===== config.mk =====
export PLATFORM = sky130hd
export DESIGN_NAME = ex_muldiv_flat
export DESIGN_NICKNAME = d
export VERILOG_FILES = /design/src/rtl/mips_pkg.sv /design/src/rtl/ex_muldiv_if.sv /design/src/rtl/muldiv_step.sv /design/src/rtl/ex_muldiv.sv /design/src/flat_wrapper.sv
export SDC_FILE = /design/constraint.sdc
export NUM_CORES = 1
export LEC_CHECK = 0
export BUFFER_PORTS_ARGS = -buffer_cell sky130_fd_sc_hd__buf_2
export CAP_MARGIN = 10
export CORE_UTILIZATION = 40
export DETAILED_ROUTE_END_ITERATION = 10
export PLACE_DENSITY = 0.7
export SLEW_MARGIN = 20
export SYNTH_ARGS = -nofsm -noshare
export SYNTH_HDL_FRONTEND = slang
export SYNTH_SLANG_ARGS = --single-unit

===== constraint.sdc =====
create_clock -name clk -period 8.2 [get_ports clk]
set_input_delay 0.41 -clock clk [delete_from_list [all_inputs] [get_ports clk]]
set_output_delay 0.41 -clock clk [all_outputs]
set_load 0.005 [all_outputs]

===== src/rtl/mips_pkg.sv =====
// Shared encodings for the EX-stage multiply/divide unit: op codes, FSM states, iteration count.
package mips_pkg;

  localparam logic [1:0] OP_MULTU = 2'b00;
  localparam logic [1:0] OP_MULT  = 2'b01;
  localparam logic [1:0] OP_DIVU  = 2'b10;
  localparam logic [1:0] OP_DIV   = 2'b11;

  localparam int ITER = 32;

  typedef enum logic [1:0] {
    IDLE,
    RUN,
    FIX
  } state_t;

endpackage


===== src/rtl/ex_muldiv_if.sv =====
// Handshake and result bundle between the EX stage controls and the multiply/divide unit.
interface ex_muldiv_if #(
  parameter int WIDTH = 32
);
  logic             start;
  logic [1:0]       op;
  logic [WIDTH-1:0] src_a;
  logic [WIDTH-1:0] src_b;
  logic             flush;
  logic             busy;
  logic             done;
  logic [WIDTH-1:0] hi;
  logic [WIDTH-1:0] lo;

  modport master (
    output start, op, src_a, src_b, flush,
    input  busy, done, hi, lo
  );

  modport slave (
    input  start, op, src_a, src_b, flush,
    output busy, done, hi, lo
  );
endinterface


===== src/rtl/muldiv_step.sv =====
// One iteration of the unsigned datapath: shift-add multiply or restoring divide.
// The divide path exists only when MULDIV_DIV_EN is defined.
module muldiv_step #(
  parameter int WIDTH = 32
) (
  input  logic [2*WIDTH-1:0] acc,
  input  logic [WIDTH-1:0]   opnd,
`ifdef MULDIV_DIV_EN
  input  logic               div_mode,
`endif
  output logic [2*WIDTH-1:0] acc_next
);

  // Multiply: acc = {partial product, remaining multiplier bits}, shifting right.
  logic [WIDTH:0]     sum;
  logic [2*WIDTH-1:0] mul_next;

  assign sum      = {1'b0, acc[2*WIDTH-1:WIDTH]} + {1'b0, (acc[0] ? opnd : {WIDTH{1'b0}})};
  assign mul_next = {sum, acc[WIDTH-1:1]};

`ifdef MULDIV_DIV_EN
  // Divide: acc = {partial remainder, dividend/quotient bits}, shifting left.
  logic [WIDTH:0]     rem_sh;
  logic               ge;
  logic [WIDTH-1:0]   rem_new;

  assign rem_sh   = {acc[2*WIDTH-1:WIDTH], acc[WIDTH-1]};
  assign ge       = rem_sh >= {1'b0, opnd};
  assign rem_new  = ge ? WIDTH'(rem_sh - {1'b0, opnd}) : rem_sh[WIDTH-1:0];
  assign acc_next = div_mode ? {rem_new, acc[WIDTH-2:0], ge} : mul_next;
`else
  assign acc_next = mul_next;
`endif

endmodule


===== src/rtl/ex_muldiv.sv =====
// Iterative EX-stage multiply/divide unit writing HI/LO after 32 steps plus a sign-fix cycle.
// MULDIV_DIV_EN enables DIV/DIVU; without it divide starts are ignored.
module ex_muldiv
  import mips_pkg::*;
#(
  parameter int WIDTH = 32
) (
  input logic       clk,
  input logic       rst,
  ex_muldiv_if.slave bus
);

  localparam logic [5:0] LAST = 6'(ITER - 1);

  state_t             state_reg, state_next;
  logic [5:0]         cnt_reg;
  logic [2*WIDTH-1:0] acc_reg, acc_step, prod;
  logic [WIDTH-1:0]   opnd_reg, hi_reg, lo_reg, hi_next, lo_next;
  logic [WIDTH-1:0]   a_mag, b_mag;
  logic               sa_reg, sb_reg, busy_reg, done_reg;
  logic               sa, sb, is_div, is_signed, accept;
  logic               load, step_en, write_en;

  assign is_div    = (bus.op == OP_DIVU) || (bus.op == OP_DIV);
  assign is_signed = (bus.op == OP_MULT) || (bus.op == OP_DIV);
  assign sa        = is_signed & bus.src_a[WIDTH-1];
  assign sb        = is_signed & bus.src_b[WIDTH-1];
  assign a_mag     = sa ? -bus.src_a : bus.src_a;
  assign b_mag     = sb ? -bus.src_b : bus.src_b;

`ifdef MULDIV_DIV_EN
  logic             div_reg, bzero_reg;
  logic [WIDTH-1:0] quo, rem;

  assign accept = 1'b1;
  assign quo    = acc_reg[WIDTH-1:0];
  assign rem    = acc_reg[2*WIDTH-1:WIDTH];

  muldiv_step #(.WIDTH(WIDTH)) u_step (
    .acc      (acc_reg),
    .opnd     (opnd_reg),
    .div_mode (div_reg),
    .acc_next (acc_step)
  );
`else
  assign accept = !is_div;

  muldiv_step #(.WIDTH(WIDTH)) u_step (
    .acc      (acc_reg),
    .opnd     (opnd_reg),
    .acc_next (acc_step)
  );
`endif

  always_comb begin
    state_next = state_reg;
    load       = 1'b0;
    step_en    = 1'b0;
    write_en   = 1'b0;
    case (state_reg)
      IDLE: begin
        if (bus.start && !bus.flush && accept) begin
          load       = 1'b1;
          state_next = RUN;
        end
      end
      RUN: begin
        if (bus.flush) begin
          state_next = IDLE;
        end else begin
          step_en = 1'b1;
          if (cnt_reg == LAST) state_next = FIX;
        end
      end
      FIX: begin
        state_next = IDLE;
        write_en   = !bus.flush;
      end
      default: state_next = IDLE;
    endcase
  end

  // Division by zero leaves an all-ones quotient, so its sign is never applied.
  always_comb begin
    prod               = (sa_reg ^ sb_reg) ? -acc_reg : acc_reg;
    {hi_next, lo_next} = prod;
`ifdef MULDIV_DIV_EN
    if (div_reg) begin
      lo_next = ((sa_reg ^ sb_reg) && !bzero_reg) ? -quo : quo;
      hi_next = sa_reg ? -rem : rem;
    end
`endif
  end

  always_ff @(posedge clk or posedge rst) begin
    if (rst) begin
      state_reg <= IDLE;
      cnt_reg   <= '0;
      acc_reg   <= '0;
      opnd_reg  <= '0;
      sa_reg    <= 1'b0;
      sb_reg    <= 1'b0;
      hi_reg    <= '0;
      lo_reg    <= '0;
      busy_reg  <= 1'b0;
      done_reg  <= 1'b0;
`ifdef MULDIV_DIV_EN
      div_reg   <= 1'b0;
      bzero_reg <= 1'b0;
`endif
    end else begin
      state_reg <= state_next;
      busy_reg  <= (state_next != IDLE);
      done_reg  <= write_en;
      if (load) begin
        cnt_reg   <= '0;
        acc_reg   <= {{WIDTH{1'b0}}, a_mag};
        opnd_reg  <= b_mag;
        sa_reg    <= sa;
        sb_reg    <= sb;
`ifdef MULDIV_DIV_EN
        div_reg   <= is_div;
        bzero_reg <= (bus.src_b == '0);
`endif
      end else if (step_en) begin
        acc_reg <= acc_step;
        cnt_reg <= cnt_reg + 6'd1;
      end
      if (write_en) begin
        hi_reg <= hi_next;
        lo_reg <= lo_next;
      end
    end
  end

  assign bus.busy = busy_reg;
  assign bus.done = done_reg;
  assign bus.hi   = hi_reg;
  assign bus.lo   = lo_reg;

endmodule


===== src/flat_wrapper.sv =====
// flat-port wrapper written by rule: the top's interface ports become plain ports
module ex_muldiv_flat import mips_pkg::*;
#(
  parameter int WIDTH = 32
)
  (clk, rst, bus_start, bus_op, bus_src_a, bus_src_b, bus_flush, bus_busy, bus_done, bus_hi, bus_lo);
  ex_muldiv_if #(.WIDTH(WIDTH)) bus_i ();
  input logic clk;
  input logic rst;
  input wire logic [$bits(bus_i.start)-1:0] bus_start;
  input wire logic [$bits(bus_i.op)-1:0] bus_op;
  input wire logic [$bits(bus_i.src_a)-1:0] bus_src_a;
  input wire logic [$bits(bus_i.src_b)-1:0] bus_src_b;
  input wire logic [$bits(bus_i.flush)-1:0] bus_flush;
  output wire logic [$bits(bus_i.busy)-1:0] bus_busy;
  output wire logic [$bits(bus_i.done)-1:0] bus_done;
  output wire logic [$bits(bus_i.hi)-1:0] bus_hi;
  output wire logic [$bits(bus_i.lo)-1:0] bus_lo;
  assign bus_i.start = bus_start;
  assign bus_i.op = bus_op;
  assign bus_i.src_a = bus_src_a;
  assign bus_i.src_b = bus_src_b;
  assign bus_i.flush = bus_flush;
  assign bus_busy = bus_i.busy;
  assign bus_done = bus_i.done;
  assign bus_hi = bus_i.hi;
  assign bus_lo = bus_i.lo;
  ex_muldiv #(.WIDTH(WIDTH)) u_core (.clk(clk), .rst(rst), .bus(bus_i));
endmodule

==> flow_summary_export.csv <==
group,metric,value,unit
clock_tree,htreeDepth,4,
finish,finalNonFillerCells,1728,
timing,finalClockSkew,0.0150,ns
logic_synthesis,ys_async_sr_fraction,100,%
grt,grt_pass1_wl,46700,microns
drt,vias,9570,
logic_synthesis,synth_top_family_by_area,"compound AO/OA/AOI/OAI gates",
die,core_area,26400,sq um
clock_tree,post_cts_buffers,0,
power,switching_share,39.0,%
drt,first_pass_iters,5,
logic_synthesis,synth.distinct_cells,60,
timing,setup_tns,0,ns
status,status,"completed",
setup_path,timing.critical_path.mode_cell,"o21ai_0",
logic_synthesis,synthAdderAreaFrac,4.33,%
die,fp.dieW,167,microns
power,comb_power_share,33.4,%
power,p_leak,0.00560,uW
drt,drtAntennaViolNets,0,
finish,utilization,46.9,%
power,power_frac_clock,26.4,%
timing,setup_viol,0,
grt,grt_usage,20.8,%
logic_synthesis,ys.flop_type,"dfrtp_1",
drt,wirelength,28600,microns
logic_synthesis,synth_seq_cells,172,
timing,min_period,3.66,ns
logic_synthesis,synth_mux_area_share,0,%
setup_path,slowest_stage,"dfrtp_1",
clock_tree,clockBufferDepth,2,
power,total_power,2990,uW
place,dp_hpwl,21400,microns
place,gp_congestion,0.910,
logic_synthesis,synth_xor_area_share,11.7,%
die,initial_core_util,41.3,%
setup_path,max_stage_delay,0.68,ns
logic_synthesis,syn_avg_cell_area,8.44,sq um
die,die_h,167,microns
timing,rsz0062_at_grt,"false",
timing,worstMarginPinSlew,0.956,ns
timing,post-route-period-util,44.7,%
finish,drive_above_1_share,13.8,%
logic_synthesis,yosysSeqAreaShare,39.6,%
finish,largest_reg_flops,64,
grt,grt_max_degree,108,
clock_tree,cts_buffers,17,
setup_path,critical_path.max_fanout,34,
power,p_seq_share,40.3,%
logic_synthesis,yosysWarnings,0,
timing,finalHoldViolations,0,
hold_path,min_path_type,"primary input to asynchronous set/reset pin",
die,rows,59,
clock_tree,ctsResizeCount,0,
grt,antenna_found_initial,4,
die,die_area,27900,sq um
power,irDropWorstVdd,133,uV
logic_synthesis,synth-edff-count,0,
power,p_per_area,242,nW/um^2
logic_synthesis,synthCells,1288,
setup_path,critPathRequiredTime,8.51,ns
clock_tree,cts-root-buf,"clkbuf_16",
power,p_sw,1170,uW
drt,vias_per_cell,5.54,
logic_synthesis,syn_nets,1395,
power,intPower,1820,uW
setup_path,crit_path_cell_trace,"and2_1 > ha_1 > fa_1 > a211oi_1 > o211ai_1 > nand2_1 > o21ai_0 > a31oi_1 > o2111ai_1 > a221oi_1 > o21ai_0",
finish,nets,1483,
finish,area_growth,13.7,%
timing,max_slew_margin,36.3,%
timing,drv_slew,0,
clock_tree,clock-sinks,172,
place,io_buffers,135,
logic_synthesis,synthSimpleGateAreaFrac,19.5,%
die,io_pins,136,
setup_path,crit_arrival,3.97,ns
place,dp_cells,1692,
grt,grt_pass1_vias,8799,
drt,drc,0,
clock_tree,ctsHoldBuffers,0,
setup_path,critPathCaptureType,"register",
finish,layout_common_cells,"201 x o21ai_0, 175 x nand2_1, 172 x dfrtp_1, 135 x buf_2, 77 x xnor2_1",
timing,clock.fmax,273,MHz
job,max-cap-violations,0,
setup_path,setup.worst_path.start_class,"register",
clock_tree,tritoncts,"done",
drt,drt_iter0_markers,832,
grt,grt_overflow,0,
clock_tree,path_clk_slew,0.06,ns
logic_synthesis,syn_area,10900,sq um
drt,wl_per_cell,16.5,microns
setup_path,path_class,"register to register",
finish,mostFrequentLayoutCell,"o21ai_0",
timing,hold_slack,0.172,ns
logic_synthesis,synth_compound_area_share,21.6,%
clock_tree,clock_latency,0.43,ns
## synth_stat cells, drive strengths merged, types with 16 or more instances
master,instances,area share (%)
a21oi,75,3.5
a22oi,25,1.7
a31oi,16,0.92
and2,41,2.4
clkbuf,71,2.5
dfrtp,172,40
ha,36,4.1
inv,21,0.72
nand2,175,6.0
nand3,33,1.6
nor2,76,2.6
nor3,24,1.2
nor4,18,1.4
o21ai,205,9.4
or3,17,1.0
xnor2,78,6.3
xor2,67,5.4
## worst paths after layout
path	cells after the start	slack [ns]	end	start
max in group asynchronous	3	6.56	u_core.bus.hi[8]	rst
worst max register to register	11	4.54	u_core.acc_reg[63]	u_core.acc_reg[0]
worst min register to register	2	0.47	u_core.bus.hi[2]	u_core.bus.hi[2]
worst min-delay path	2	0.17	u_core.acc_reg[13]	rst
worst max-delay path	11	4.54	u_core.acc_reg[63]	u_core.acc_reg[0]
min in group clk	3	0.24	u_core.opnd_reg[31]	bus_src_b[31]
## final cells by class
cell class / instances / area (sq um)
Fill cell: 2544 / 14000
Multi-Input combinational cell: 1021 / 6250
Sequential cell: 172 / 4300
Timing Repair Buffer: 143 / 736
Clock buffer: 19 / 433
Tap cell: 335 / 419
Clock inverter: 13 / 131
Inverter: 21 / 83.8
Antenna cell: 4 / 10.0
## power groups by stage
stage / combinational (uW) / clock [uW] / sequential (uW)
after floorplan: 804 / 0 / 1100
after global routing: 1120 / 841 / 1220
after CTS: 992 / 802 / 1190
final: 997 / 788 / 1200
after detailed placement: 988 / 0 / 1210
after global placement: 970 / 0 / 1200
## through the flow
stage | cell area [sq um] | setup WS [ns]
after floorplan | 10900 | 3.13
after global placement | 11800 | 4.66
after detailed placement | 11800 | 4.58
after CTS | 12400 | 4.56
after global routing | 12400 | 4.30
final | 12400 | 4.54
## per-layer routing
metal	global-route usage, %	wire [microns]
met1	31.9	14500
met2	29.7	12100
met3	3.30	1640
met4	6.20	318
met5	0	0
## kinds of logic (layout without fill, tap and decap cells)
kind of cell	Yosys count	after routing
flip-flops	172	172
AO/OA/AOI/OAI	401	401
AND/OR/NAND/NOR	438	438
buffers and inverters	95	196
adder cells (fa/ha/maj)	37	37
XOR/XNOR	145	145
other	0	4
## critical path, delay by kind of cell (launching register included)
family          cells  cell delay, ns
simple gates        2            0.47
flops               1            0.68
compound gates      7            1.75
fa+ha+maj           2            0.64
Note: power is estimated with default switching activity, not from simulation.
